**config.mk**
```make
export PLATFORM = sky130hd
export DESIGN_NAME = dff_pipe
export DESIGN_NICKNAME = d
export VERILOG_FILES = /design/src/rtl/dff_pkg.sv /design/src/rtl/dff_pipe_stage.sv /design/src/rtl/dff_pipe.sv
export SDC_FILE = /design/constraint.sdc
export NUM_CORES = 1
export LEC_CHECK = 0
export CORE_UTILIZATION = 35
export CTS_CLUSTER_SIZE = 40
export DETAILED_ROUTE_END_ITERATION = 16
export GPL_ROUTABILITY_DRIVEN = 0
export PLACE_DENSITY = 0.58
export SETUP_SLACK_MARGIN = 0.15
export SLEW_MARGIN = 15
export SYNTH_ARGS = -nofsm -noshare
export SYNTH_HDL_FRONTEND = slang
export SYNTH_SLANG_ARGS = --single-unit
```
**constraint.sdc**
```tcl
create_clock -name clk -period 2.1 [get_ports clk]
set_input_delay 0.315 -clock clk [delete_from_list [all_inputs] [get_ports clk]]
set_output_delay 0.315 -clock clk [all_outputs]
set_load 0.03 [all_outputs]
```
**src/rtl/dff_pkg.sv**
```systemverilog
// Shared constants, stage-action encoding and width helper for the dff_pipe elastic register pipeline.
package dff_pkg;

  localparam int unsigned DFF_DEFAULT_WIDTH = 8;
  localparam int unsigned DFF_DEFAULT_DEPTH = 3;

  // Narrowed to WIDTH at each use site.
  localparam logic [63:0] DFF_RESET_VAL = '0;

  typedef enum logic [1:0] {
    STG_HOLD,
    STG_LOAD,
    STG_CLEAR,
    STG_FLUSH
  } stg_act_e;

  // Minimum bit width able to index n distinct values; never returns 0.
  function automatic int unsigned clog2(input int unsigned n);
    int unsigned r;
    r = 0;
    for (int unsigned i = 0; i < 32; i++) begin
      if ((64'(1) << i) < 64'(n)) r = i + 1;
    end
    return (r == 0) ? 1 : r;
  endfunction

endpackage

```
**src/rtl/dff_pipe_stage.sv**
```systemverilog
// One elastic pipeline stage: WIDTH-bit data register, valid bit and ready term.
module dff_pipe_stage
  import dff_pkg::*;
#(
  parameter int unsigned      WIDTH     = DFF_DEFAULT_WIDTH,
  parameter logic [WIDTH-1:0] RESET_VAL = WIDTH'(DFF_RESET_VAL)
) (
  input  logic             clk,
  input  logic             reset,
  input  logic             flush_i,
  input  logic             up_valid_i,
  input  logic [WIDTH-1:0] up_data_i,
  input  logic             dn_ready_i,
  output logic             rdy_o,
  output logic             valid_o,
  output logic [WIDTH-1:0] data_o
);

  logic             valid_q, valid_d;
  logic [WIDTH-1:0] data_q, data_d;
  stg_act_e         act;

  assign rdy_o   = ~valid_q | dn_ready_i;
  assign valid_o = valid_q;
  assign data_o  = data_q;

  // Flush outranks a load, so a word offered during flush is dropped.
  always_comb begin
    act = STG_HOLD;
    if (flush_i)                  act = STG_FLUSH;
    else if (rdy_o && up_valid_i) act = STG_LOAD;
    else if (rdy_o)               act = STG_CLEAR;
  end

  always_comb begin
    valid_d = valid_q;
    data_d  = data_q;
    unique case (act)
      STG_LOAD: begin
        valid_d = 1'b1;
        data_d  = up_data_i;
      end
      STG_CLEAR, STG_FLUSH: valid_d = 1'b0;
      default: ;
    endcase
  end

  always_ff @(posedge clk or posedge reset) begin
    if (reset) begin
      valid_q <= 1'b0;
      data_q  <= RESET_VAL;
    end else begin
      valid_q <= valid_d;
      data_q  <= data_d;
    end
  end

endmodule

```
**src/rtl/dff_pipe.sv**
```systemverilog
// Parametrised elastic register pipeline of DEPTH valid/ready stages.
// Define DFF_PIPE_COUNT_EN to add the o_count occupancy output.
module dff_pipe
  import dff_pkg::*;
#(
  parameter int unsigned      WIDTH     = DFF_DEFAULT_WIDTH,
  parameter int unsigned      DEPTH     = DFF_DEFAULT_DEPTH,
  parameter logic [WIDTH-1:0] RESET_VAL = WIDTH'(DFF_RESET_VAL)
) (
  input  logic             clk,
  input  logic             reset,
  input  logic             i_flush,
  input  logic             i_valid,
  output logic             o_ready,
  input  logic [WIDTH-1:0] i_d,
  output logic             o_valid,
  input  logic             i_ready,
  output logic [WIDTH-1:0] o_q,
  output logic [WIDTH-1:0] o_qb
`ifdef DFF_PIPE_COUNT_EN
  ,
  output logic [clog2(DEPTH+1)-1:0] o_count
`endif
);

  // Index k is the input side of stage k; index DEPTH is the pipe output.
  logic             rdy_w  [DEPTH+1];
  logic             vld_w  [DEPTH+1];
  logic [WIDTH-1:0] data_w [DEPTH+1];

  assign vld_w[0]      = i_valid;
  assign data_w[0]     = i_d;
  assign rdy_w[DEPTH]  = i_ready;

  for (genvar k = 0; k < DEPTH; k++) begin : g_stage
    dff_pipe_stage #(
      .WIDTH     (WIDTH),
      .RESET_VAL (RESET_VAL)
    ) u_stage (
      .clk        (clk),
      .reset      (reset),
      .flush_i    (i_flush),
      .up_valid_i (vld_w[k]),
      .up_data_i  (data_w[k]),
      .dn_ready_i (rdy_w[k+1]),
      .rdy_o      (rdy_w[k]),
      .valid_o    (vld_w[k+1]),
      .data_o     (data_w[k+1])
    );
  end

  assign o_ready = rdy_w[0];
  assign o_valid = vld_w[DEPTH];
  assign o_q     = data_w[DEPTH];
  assign o_qb    = ~data_w[DEPTH];

`ifdef DFF_PIPE_COUNT_EN
  localparam int unsigned CW = clog2(DEPTH + 1);

  logic [CW-1:0] count_q, count_d;
  logic          xfer_in, xfer_out;

  assign xfer_in  = i_valid & o_ready;
  assign xfer_out = o_valid & i_ready;

  // Internal stage-to-stage moves never change occupancy; only the pipe ends do.
  always_comb begin
    count_d = count_q;
    if (i_flush)                  count_d = '0;
    else if (xfer_in && !xfer_out) count_d = count_q + CW'(1);
    else if (!xfer_in && xfer_out) count_d = count_q - CW'(1);
  end

  always_ff @(posedge clk or posedge reset) begin
    if (reset) count_q <= '0;
    else       count_q <= count_d;
  end

  assign o_count = count_q;
`endif

endmodule

```
==> run_results.csv, run 1 <==
group,metric,value,unit
routing,viasPerCell,4.39,
clocking,clock_latency,0.32,ns
routing,wl_met2,914,um
layout,drive_gt1_frac,0.296,
clocking,cts_hold_buf,0,
grt,grt_pass1_vias,661,
critical_path,crit_arrival,1.49,ns
placed_design,port_buffers,30,
layout,layout.nets,122,
worst_hold_path,hold_path.class,"in -> async",
routing,wire_per_inst,12.0,um
placed_design,hpwl,1320,um
critical_path,crit_required,1.78,ns
layout,layout_commonest_cell,"clkdlybuf4s50_1",
floorplanning,start_util,0.375,
sta,post-route-period-util,0.859,
floorplanning,die_w,59.9,um
layout,final_cell_mix,"clkdlybuf4s50_1, dfrtp_1, mux2_2",
layout,syn_to_final_growth,26.7,%
routing,ant_nets,0,
yosys,ys_seq_area_frac,0.576,
power_and_ir_drop,power_density,1170,mW/mm2
layout,design_area,0.00149,mm2
layout,antenna_cells,0,
yosys,synth_area_leaders,"dfrtp_1, mux2_2, mux2_4",
power_and_ir_drop,p_leak,0.681,nW
yosys,synth_top_area_frac,0.576,
clocking,tritoncts,"built",
grt,grt_usage,0.126,
grt,grt_max_degree,28,
yosys,syn_nets,95,
clocking,numCtsBuffers,3,
yosys,ys_warn_count,0,
sta,grt_setup_unrepaired,"false",
routing,wl_met3,53,um
critical_path,crit_type,"reg -> out",
yosys,avgSynthCellArea,14.3,um2
routing,first_iter_violations,7,
yosys,synthCells,82,
clocking,ctsResizeCount,1,
routing,vias,667,
routing,drc,0,
routing,wl_met1,804,um
critical_path,crit_path_end_kind,"output port",
clocking,path_clk_slew,0.14,ns
layout,fillerInstances,285,
clocking,cts_sinks,27,
yosys,yosysTopAreaCell,"dfrtp_1",
sta,tns,0,ns
sta,hold_viol_final,0,
yosys,synth-seq-cells,27,
routing,drt-total-wl,1830,um
floorplanning,rows,20,
sta,worst_pin_slew,0.507,ns
sta,finalSetupViolCount,0,
clocking,root_buffer,"clkbuf_4",
placed_design,placed_area,0.00146,mm2
critical_path,rr_worst_depth,3,
job,drv_cap,0,
sta,clock_skew,0.00639,ns
power_and_ir_drop,power.total,1.74,mW
critical_path,crit_fanout,3,
power_and_ir_drop,vdd_drop_max,0.000284,V
floorplanning,io_pins,31,
yosys,synthDistinctLibCells,13,
critical_path,start_kind,"flop",
sta,post-route-min-period,1.80,ns
clocking,h-tree-depth,1,
clocking,postCtsSetupRepairBufs,0,
sta,slew_viol_final,0,
grt,grt_pass1_wl,3150,um
grt,grt_remaining_overflow,0,
routing,first_pass_iters,2,
sta,whs,0.342,ns
floorplanning,coreArea,0.00313,mm2
yosys,synth_area,0.00117,mm2
routing,top_layer,"met4",
floorplanning,die_y,59.9,um
grt,grt_antenna_before_repair,0,
sta,fmax,554,MHz
sta,slew-limit-headroom,0.662,
clocking,clock_path_buffers,2,
run_status,status,"finished, final reports clean",
floorplanning,die-area,0.00359,mm2
## sequential cells by signal, summed over array words and instances (netlist names)
| register | count |
|---|---|
| g_stage.u_stage.data_o | 24 |
| g_stage.u_stage.valid_o | 3 |
## critical path, cell delays in order, from the launching register on
cell,delay (ns)
dfrtp_1,0.44
inv_1,0.06
clkdlybuf4s50_1,0.67
## cell usage after synthesis
| cell type | number |
|---|---|
| a211o_2 | 1 |
| a21oi_1 | 2 |
| buf_4 | 8 |
| buf_6 | 2 |
| dfrtp_1 | 27 |
| inv_1 | 11 |
| mux2_2 | 16 |
| mux2_4 | 8 |
| nand3b_2 | 1 |
| nand4b_1 | 1 |
| nor2_1 | 3 |
| nor2b_4 | 1 |
| or3b_1 | 1 |
## power by group
group          switching [mW]  total [mW]  internal, mW
Sequential             0.0872       0.740         0.652
Combinational           0.390       0.776         0.386
Clock                   0.147       0.222        0.0744
Total                   0.624        1.74          1.11
## per-stage QoR
| stage | util | std cells | worst slack (ns) |
|---|---|---|---|
| 3_3_place_gp | 0.467 | 148 | 0.116 |
| 6_report | 0.475 | 152 | 0.296 |
| 5_1_grt | 0.475 | 152 | 0.234 |
| 4_1_cts | 0.475 | 152 | 0.282 |
| 3_5_place_dp | 0.467 | 148 | 0.0976 |
| 2_1_floorplan | - | 82 | 0.331 |
## cell type report
cell class | count | area (um2) | share of cell area
Inverter | 11 | 41.3 | 0.0278
Timing Repair Buffer | 32 | 314 | 0.211
Clock buffer | 4 | 26.3 | 0.0177
Tap cell | 44 | 55.1 | 0.0370
Sequential cell | 27 | 676 | 0.455
Multi-Input combinational cell | 34 | 374 | 0.252
## kinds of logic (layout without fill, tap and decap cells)
family	Yosys count	count (layout)	share of synthesized area
buf+inv	21	47	0.106
mux	24	24	0.256
simple gates	7	7	0.0458
compound gates	3	3	0.0171
flops	27	27	0.576
## layer usage
layer  GRT usage  vias to the layer above
met5           0                        -
met4      0.0897                        0
met3      0.0260                        4
met2       0.194                       17
met1       0.158                      331
li1            -                      315
## final timing paths
| kind | slack, ns | end | start |
|---|---|---|---|
| setup / recovery | 0.30 | o_qb[0] | g_stage[2].u_stage.data_o[0]$_DFFE_PP0N_ |
| max in group asynchronous | 1.51 | g_stage[1].u_stage.data_o[7]$_DFFE_PP0N_ | reset |
| hold / removal | 0.34 | g_stage[2].u_stage.data_o[2]$_DFFE_PP0N_ | reset |
| hold reg to reg | 0.52 | g_stage[0].u_stage.data_o[3]$_DFFE_PP0N_ | g_stage[0].u_stage.data_o[3]$_DFFE_PP0N_ |
| min in group clk | 0.52 | g_stage[0].u_stage.data_o[3]$_DFFE_PP0N_ | g_stage[0].u_stage.data_o[3]$_DFFE_PP0N_ |
| setup reg to reg | 0.46 | g_stage[2].u_stage.data_o[7]$_DFFE_PP0N_ | g_stage[2].u_stage.valid_o$_DFFE_PP0P_ |
Power figures use the tool's default switching activity.
==> run 2: changes to the inputs <==
ABC_AREA = 1   (was unset)
PLACE_DENSITY = 0.57   (was 0.58)
==> run 2 against run 1 <==
Global-route usage decreased by 0.96 points. Utilization decreased by 1.0 points. Count of clock-buffer cells in the layout decreased by 1. Synthesized cell count increased by 63%. Clock power increased by 3%. Worst setup slack improved by 0.015 ns. Largest cell class unchanged. Largest power group is now registers.
==> run_results.csv, run 2 <==
group,metric,value,unit
routing,vias,862,
clocking,root_buffer,"clkbuf_4",
yosys,synth_area,0.00123,mm2
floorplanning,start_util,0.367,
clocking,path_clk_slew,0.15,ns
sta,post-route-period-util,0.852,
grt,grt_remaining_overflow,0,
layout,syn_to_final_growth,26.8,%
job,drv_cap,0,
layout,final_cells,207,
clocking,h-tree-depth,1,
power_and_ir_drop,vdd_drop_max,0.000247,V
grt,grt_pass1_wl,3160,um
yosys,yosys-top-cells-count,"nand2_1, dfrtp_1, nand3_1, inv_1, buf_4",
power_and_ir_drop,switching_share,0.350,
clocking,postCtsSetupRepairBufs,0,
critical_path,rr_worst_depth,5,
yosys,avgSynthCellArea,9.21,um2
power_and_ir_drop,p_seq_frac,0.494,
critical_path,crit_buf_inv,1,
layout,utilization,0.465,
clocking,clock_path_buffers,2,
layout,largest_register_ffs,24,
power_and_ir_drop,p_sw,470,uW
critical_path,r2r-start,"g_stage[2].u_stage.valid_o$_DFFE_PP0P_",
critical_path,crit_required,1.78,ns
critical_path,rrSetupSlack,0.95,ns
sta,whs,0.329,ns
power_and_ir_drop,combPwrFrac,0.336,
routing,first_iter_violations,22,
yosys,synthCells,134,
sta,tns,0,ns
clocking,cts_hold_buf,0,
critical_path,path_cells,"clkdlybuf4s50_1",
power_and_ir_drop,clockPowerShare,0.171,
yosys,ys.flop_type,"dfrtp_1",
clocking,cts_sinks,27,
floorplanning,rows,21,
sta,post-route-min-period,1.79,ns
clocking,clock_latency,0.33,ns
sta,grt_setup_unrepaired,"false",
floorplanning,coreArea,0.00336,mm2
critical_path,crit_arrival,1.47,ns
power_and_ir_drop,power.total,1.34,mW
critical_path,r2r-end,"g_stage[0].u_stage.data_o[4]$_DFFE_PP0N_",
yosys,ys_seq_area_frac,0.548,
grt,grt_pass1_vias,746,
yosys,synth_edf_count,0,
yosys,ys_warn_count,0,
critical_path,cpPeakStageDelay,0.70,ns
grt,grt_usage,0.117,
power_and_ir_drop,internal_power,871,uW
critical_path,start_kind,"flop",
yosys,synthArstFlopShare,1.00,
layout,final_cell_mix,"nand2_1, clkdlybuf4s50_1, dfrtp_1",
routing,wire_per_inst,9.23,um
yosys,syn_nets,147,
layout,layout_commonest_cell,"nand2_1",
routing,drt-total-wl,1910,um
layout,layout.nets,175,
floorplanning,io_pins,31,
sta,clock_skew,0.00483,ns
run_status,status,"finished, final reports clean",
critical_path,cp_slowest_cell,"clkdlybuf4s50_1",
power_and_ir_drop,power_density,858,mW/mm2
critical_path,crit_type,"reg -> out",
layout,drive_gt1_frac,0.0994,
routing,viasPerCell,4.16,
floorplanning,die_w,61.4,um
critical_path,crit_family,"buffers and inverters",
power_and_ir_drop,p_leak,0.785,nW
sta,fmax,559,MHz
grt,grt_antenna_before_repair,0,
layout,antenna_cells,0,
routing,ant_nets,0,
routing,drc,0,
layout,regArea,676,um2
sta,hold_viol_final,0,
grt,grt_max_degree,28,
floorplanning,die_y,61.4,um
yosys,yosysTopAreaCell,"dfrtp_1",
worst_hold_path,hold_path.class,"in -> async",
clocking,numCtsBuffers,3,
routing,first_pass_iters,4,
critical_path,crit_fanout,4,
layout,fillerInstances,362,
sta,slew-limit-headroom,0.778,
clocking,tritoncts,"built",
yosys,synth_top_area_frac,0.548,
sta,slew_viol_final,0,
yosys,synthMostInstantiatedCell,"nand2_1",
sta,worst_pin_slew,0.333,ns
sta,finalSetupViolCount,0,
floorplanning,die-area,0.00377,mm2
placed_design,port_buffers,30,
layout,multi_input_area,430,um2
yosys,synthDistinctLibCells,13,
clocking,ctsResizeCount,1,
placed_design,hpwl,1480,um
yosys,synth_area_leaders,"dfrtp_1, nand2_1, nand3_1",
critical_path,crit_path_end_kind,"output port",
placed_design,placed_cells,203,
yosys,synth-seq-cells,27,
run 2: changes by cell type after synthesis, moves of 3 or more:
cell,before,now
mux2_2,16,0
nand2_1,0,48
nand3_1,0,24
mux2_4,8,0
nor2_8,0,3
nor2_1,3,0
run 2: final cells by class:
cell class,count,share of cell area
Clock buffer,3,0.0144
Clock inverter,1,0.00480
Inverter,13,0.0312
Multi-Input combinational cell,84,0.275
Sequential cell,27,0.432
Tap cell,46,0.0368
Timing Repair Buffer,33,0.206
run 2: cells by family after synthesis:
logic type / share of synthesized area
and+or+nand+nor: 0.334
DFF: 0.548
buffers and inverters: 0.103
AOI/OAI and AO/OA: 0.0152
run 2: metal layers:
| metal | GRT usage | vias up | routed length [um] |
|---|---|---|---|
| li1 | - | 470 | - |
| met4 | 0.0667 | 0 | 32 |
| met1 | 0.130 | 359 | 885 |
| met5 | 0 | - | 0 |
| met3 | 0.0189 | 4 | 109 |
| met2 | 0.211 | 29 | 884 |
run 2: how the worst max path moves through the flow:
stage,to,slack (ns),cells past startpoint,startpoint
after CTS,o_qb[7],0.30,2,g_stage[2].u_stage.data_o[7]$_DFFE_PP0N_
after detailed placement,o_ready,0.12,4,i_ready
after global routing,o_qb[3],0.23,2,g_stage[2].u_stage.data_o[3]$_DFFE_PP0N_
after floorplan,o_ready,0.84,2,g_stage[2].u_stage.valid_o$_DFFE_PP0P_
final,o_valid,0.31,1,g_stage[2].u_stage.valid_o$_DFFE_PP0P_
after global placement,o_ready,0.11,4,i_ready
run 2: power by group through the flow:
stage          clock network, mW  registers (mW)  logic [mW]
6_report                   0.229           0.662       0.450
5_1_grt                    0.261           0.674       0.489
4_1_cts                    0.242           0.664       0.456
2_1_floorplan                  0           0.662       0.326
3_5_place_dp                   0           0.675       0.455
3_3_place_gp                   0           0.669       0.452
run 2: through the flow:
| stage | setup WS, ns | instance area (um2) |
|---|---|---|
| finish | 0.312 | 1560 |
| CTS | 0.303 | 1560 |
| global placement | 0.115 | 1540 |
| detailed placement | 0.116 | 1540 |
| global route | 0.235 | 1560 |
| floorplan | 0.844 | 1230 |
run 2: worst reg2reg max path, cell delays in order, from the launching register on:
cell and delay (ns):
dfrtp_1 0.45, nand4_1 0.18, buf_4 0.21, nand2_2 0.14, nand2_1 0.07, nand2_1 0.06
==> run 3: changes to the inputs <==
--- a/config.mk
+++ b/config.mk
@@ -13,5 +13,5 @@
 export PLACE_DENSITY = 0.57
 export SETUP_SLACK_MARGIN = 0.15
-export SLEW_MARGIN = 15
+export SLEW_MARGIN = 20
 export SYNTH_ARGS = -nofsm -noshare
 export SYNTH_HDL_FRONTEND = slang
==> constraint.sdc (replaced) <==
create_clock -name clk -period 2.1 [get_ports clk]
set_input_delay 0.525 -clock clk [delete_from_list [all_inputs] [get_ports clk]]
set_output_delay 0.525 -clock clk [all_outputs]
set_load 0.03 [all_outputs]
==> run 3 against run 2 <==
Die area stayed put. Final cell count rose by 0.48%. Combinational power shrank 6.9%. Total power down 3.8%. Worst setup slack got worse by 0.091 ns. Critical path depth grew 3. Clock power decreased by 8%. Via count grew 2.3%. Register-to-register slack hardly changed. Critical path type is now in -> out. Critical endpoint is now o_ready.
==> run_results.csv, run 3 (synthesis results as in run 2) <==
group,metric,value,unit
run_status,status,"finished, final reports clean",
sta,post-route-min-period,1.88,ns
critical_path,crit_type,"in -> out",
power_and_ir_drop,p_leak,0.913,nW
routing,wl_met2,919,um
worst_hold_path,timing.hold.worst_path_depth,2,
layout,antenna_cells,0,
clocking,numCtsBuffers,3,
floorplanning,die-area,0.00377,mm2
clocking,path_clk_slew,0.13,ns
floorplanning,io_pins,31,
routing,wire_per_inst,9.20,um
sta,whs,0.484,ns
job,drv_cap,0,
critical_path,path_cells,"clkdlybuf4s50_1 > inv_2 > nand4_1 > buf_6",
worst_hold_path,hold_path.class,"reg -> reg",
sta,slew-limit-headroom,0.778,
critical_path,crit_fanout,3,
floorplanning,start_util,0.367,
routing,first_iter_violations,15,
sta,grt_setup_unrepaired,"true",
floorplanning,die_y,61.4,um
grt,grt_antenna_before_repair,0,
sta,slew_viol_final,0,
clocking,cts_hold_buf,0,
layout,multi_input_area,430,um2
power_and_ir_drop,power_density,817,mW/mm2
routing,first_pass_iters,4,
sta,fmax,532,MHz
critical_path,rr_worst_depth,5,
clocking,clock_path_buffers,2,
layout,utilization,0.469,
critical_path,cp_slowest_cell,"clkdlybuf4s50_1",
grt,grt_max_degree,28,
sta,hold_viol_final,0,
critical_path,start_kind,"input pin",
floorplanning,die_w,61.4,um
floorplanning,coreArea,0.00336,mm2
clocking,tritoncts,"built",
placed_design,hpwl,1480,um
routing,wl_met1,848,um
layout,drive_gt1_frac,0.111,
routing,wl_met3,129,um
critical_path,cpPeakStageDelay,0.41,ns
sta,finalSetupViolCount,0,
grt,grt_pass1_wl,3220,um
grt,grt_remaining_overflow,0,
layout,layout.nets,176,
routing,viasPerCell,4.24,
critical_path,crit_cells,4,
routing,vias,882,
floorplanning,rows,21,
critical_path,crit_family,"buffers and inverters",
layout,final_cell_mix,"nand2_1, dfrtp_1, nand3_1",
routing,top_layer,"met4",
layout,regArea,676,um2
clocking,h-tree-depth,1,
layout,fillerInstances,357,
sta,worst_pin_slew,0.332,ns
routing,drc,0,
sta,clock_skew,0.00410,ns
clocking,root_buffer,"clkbuf_4",
critical_path,crit_buf_inv,3,
clocking,clock_latency,0.31,ns
routing,ant_nets,0,
critical_path,crit_arrival,1.35,ns
clocking,cts_sinks,27,
layout,largest_register_ffs,24,
layout,syn_to_final_growth,28.0,%
sta,tns,0,ns
critical_path,crit_path_end_kind,"output port",
grt,grt_pass1_vias,761,
critical_path,crit_required,1.57,ns
placed_design,port_buffers,30,
routing,drt-total-wl,1910,um
power_and_ir_drop,vdd_drop_max,0.000212,V
sta,post-route-period-util,0.895,
layout,layout_commonest_cell,"nand2_1",
grt,grt_usage,0.117,
==> run 3: changes by cell type in the layout (fill, tap and decap cells not counted) <==
cell,previous run,this run
clkdlybuf4s50_1,29,12
dlygate4sd2_1,1,9
dlymetal6s2s_1,0,8
buf_4,3,4
buf_6,0,1
clkbuf_1,0,1
clkinvlp_4,1,0
inv_1,13,12
inv_2,0,1
==> run 3: final timing paths <==
path                                                             to  slack (ns)                                     start
min                        g_stage[1].u_stage.data_o[2]$_DFFE_PP0N_        0.48  g_stage[1].u_stage.data_o[2]$_DFFE_PP0N_
min in group asynchronous  g_stage[2].u_stage.data_o[5]$_DFFE_PP0N_        0.56                                     reset
max in group asynchronous  g_stage[0].u_stage.data_o[3]$_DFFE_PP0N_        1.29                                     reset
max reg2reg                g_stage[0].u_stage.data_o[4]$_DFFE_PP0N_        0.94    g_stage[2].u_stage.valid_o$_DFFE_PP0P_
min reg2reg                g_stage[1].u_stage.data_o[2]$_DFFE_PP0N_        0.48  g_stage[1].u_stage.data_o[2]$_DFFE_PP0N_
max                                                         o_ready        0.22                                   i_ready
==> run 3: timing repair <==
| action | 4_1_cts | 5_1_grt |
|---|---|---|
| pin swaps | 0 | 1 |
| setup endpoints to repair | 9 | 9 |
| setup buffers | 0 | 1 |
| resized for setup | 9 | 10 |
| gates cloned | 0 | 0 |
==> run 3: area by class of cell <==
class,count,share of cell area
flip-flops and latches,27,0.428
multi-input cells,84,0.273
repair buffers,34,0.216
well taps,46,0.0365
inverters,13,0.0309
clock buffers,4,0.0166
==> run 3: metal layers <==
metal | GRT usage | vias to the layer above
li1 | - | 474
met1 | 0.140 | 377
met2 | 0.200 | 29
met3 | 0.0252 | 2
met4 | 0.0571 | 0
met5 | 0 | -
==> run 3: where the power goes <==
part           switching [mW]  internal (mW)
sequential             0.0537          0.607
combinational           0.260          0.159
clock                   0.136         0.0741
==> run 3: worst min-delay path, stage by stage, from the launching register on <==
cell	delay [ns]
dfrtp_1	0.37
nand2_1	0.05
nand2_1	0.04
==> run 3: stage by stage <==
stage	cells	power, mW	worst slack, ns	area, um2
global placement	203	1.12	0.171	1530
detailed placement	203	1.13	0.163	1530
global route	208	1.38	0.104	1580
floorplan	134	0.988	0.628	1230
CTS	207	1.32	0.158	1550
finish	208	1.29	0.220	1580
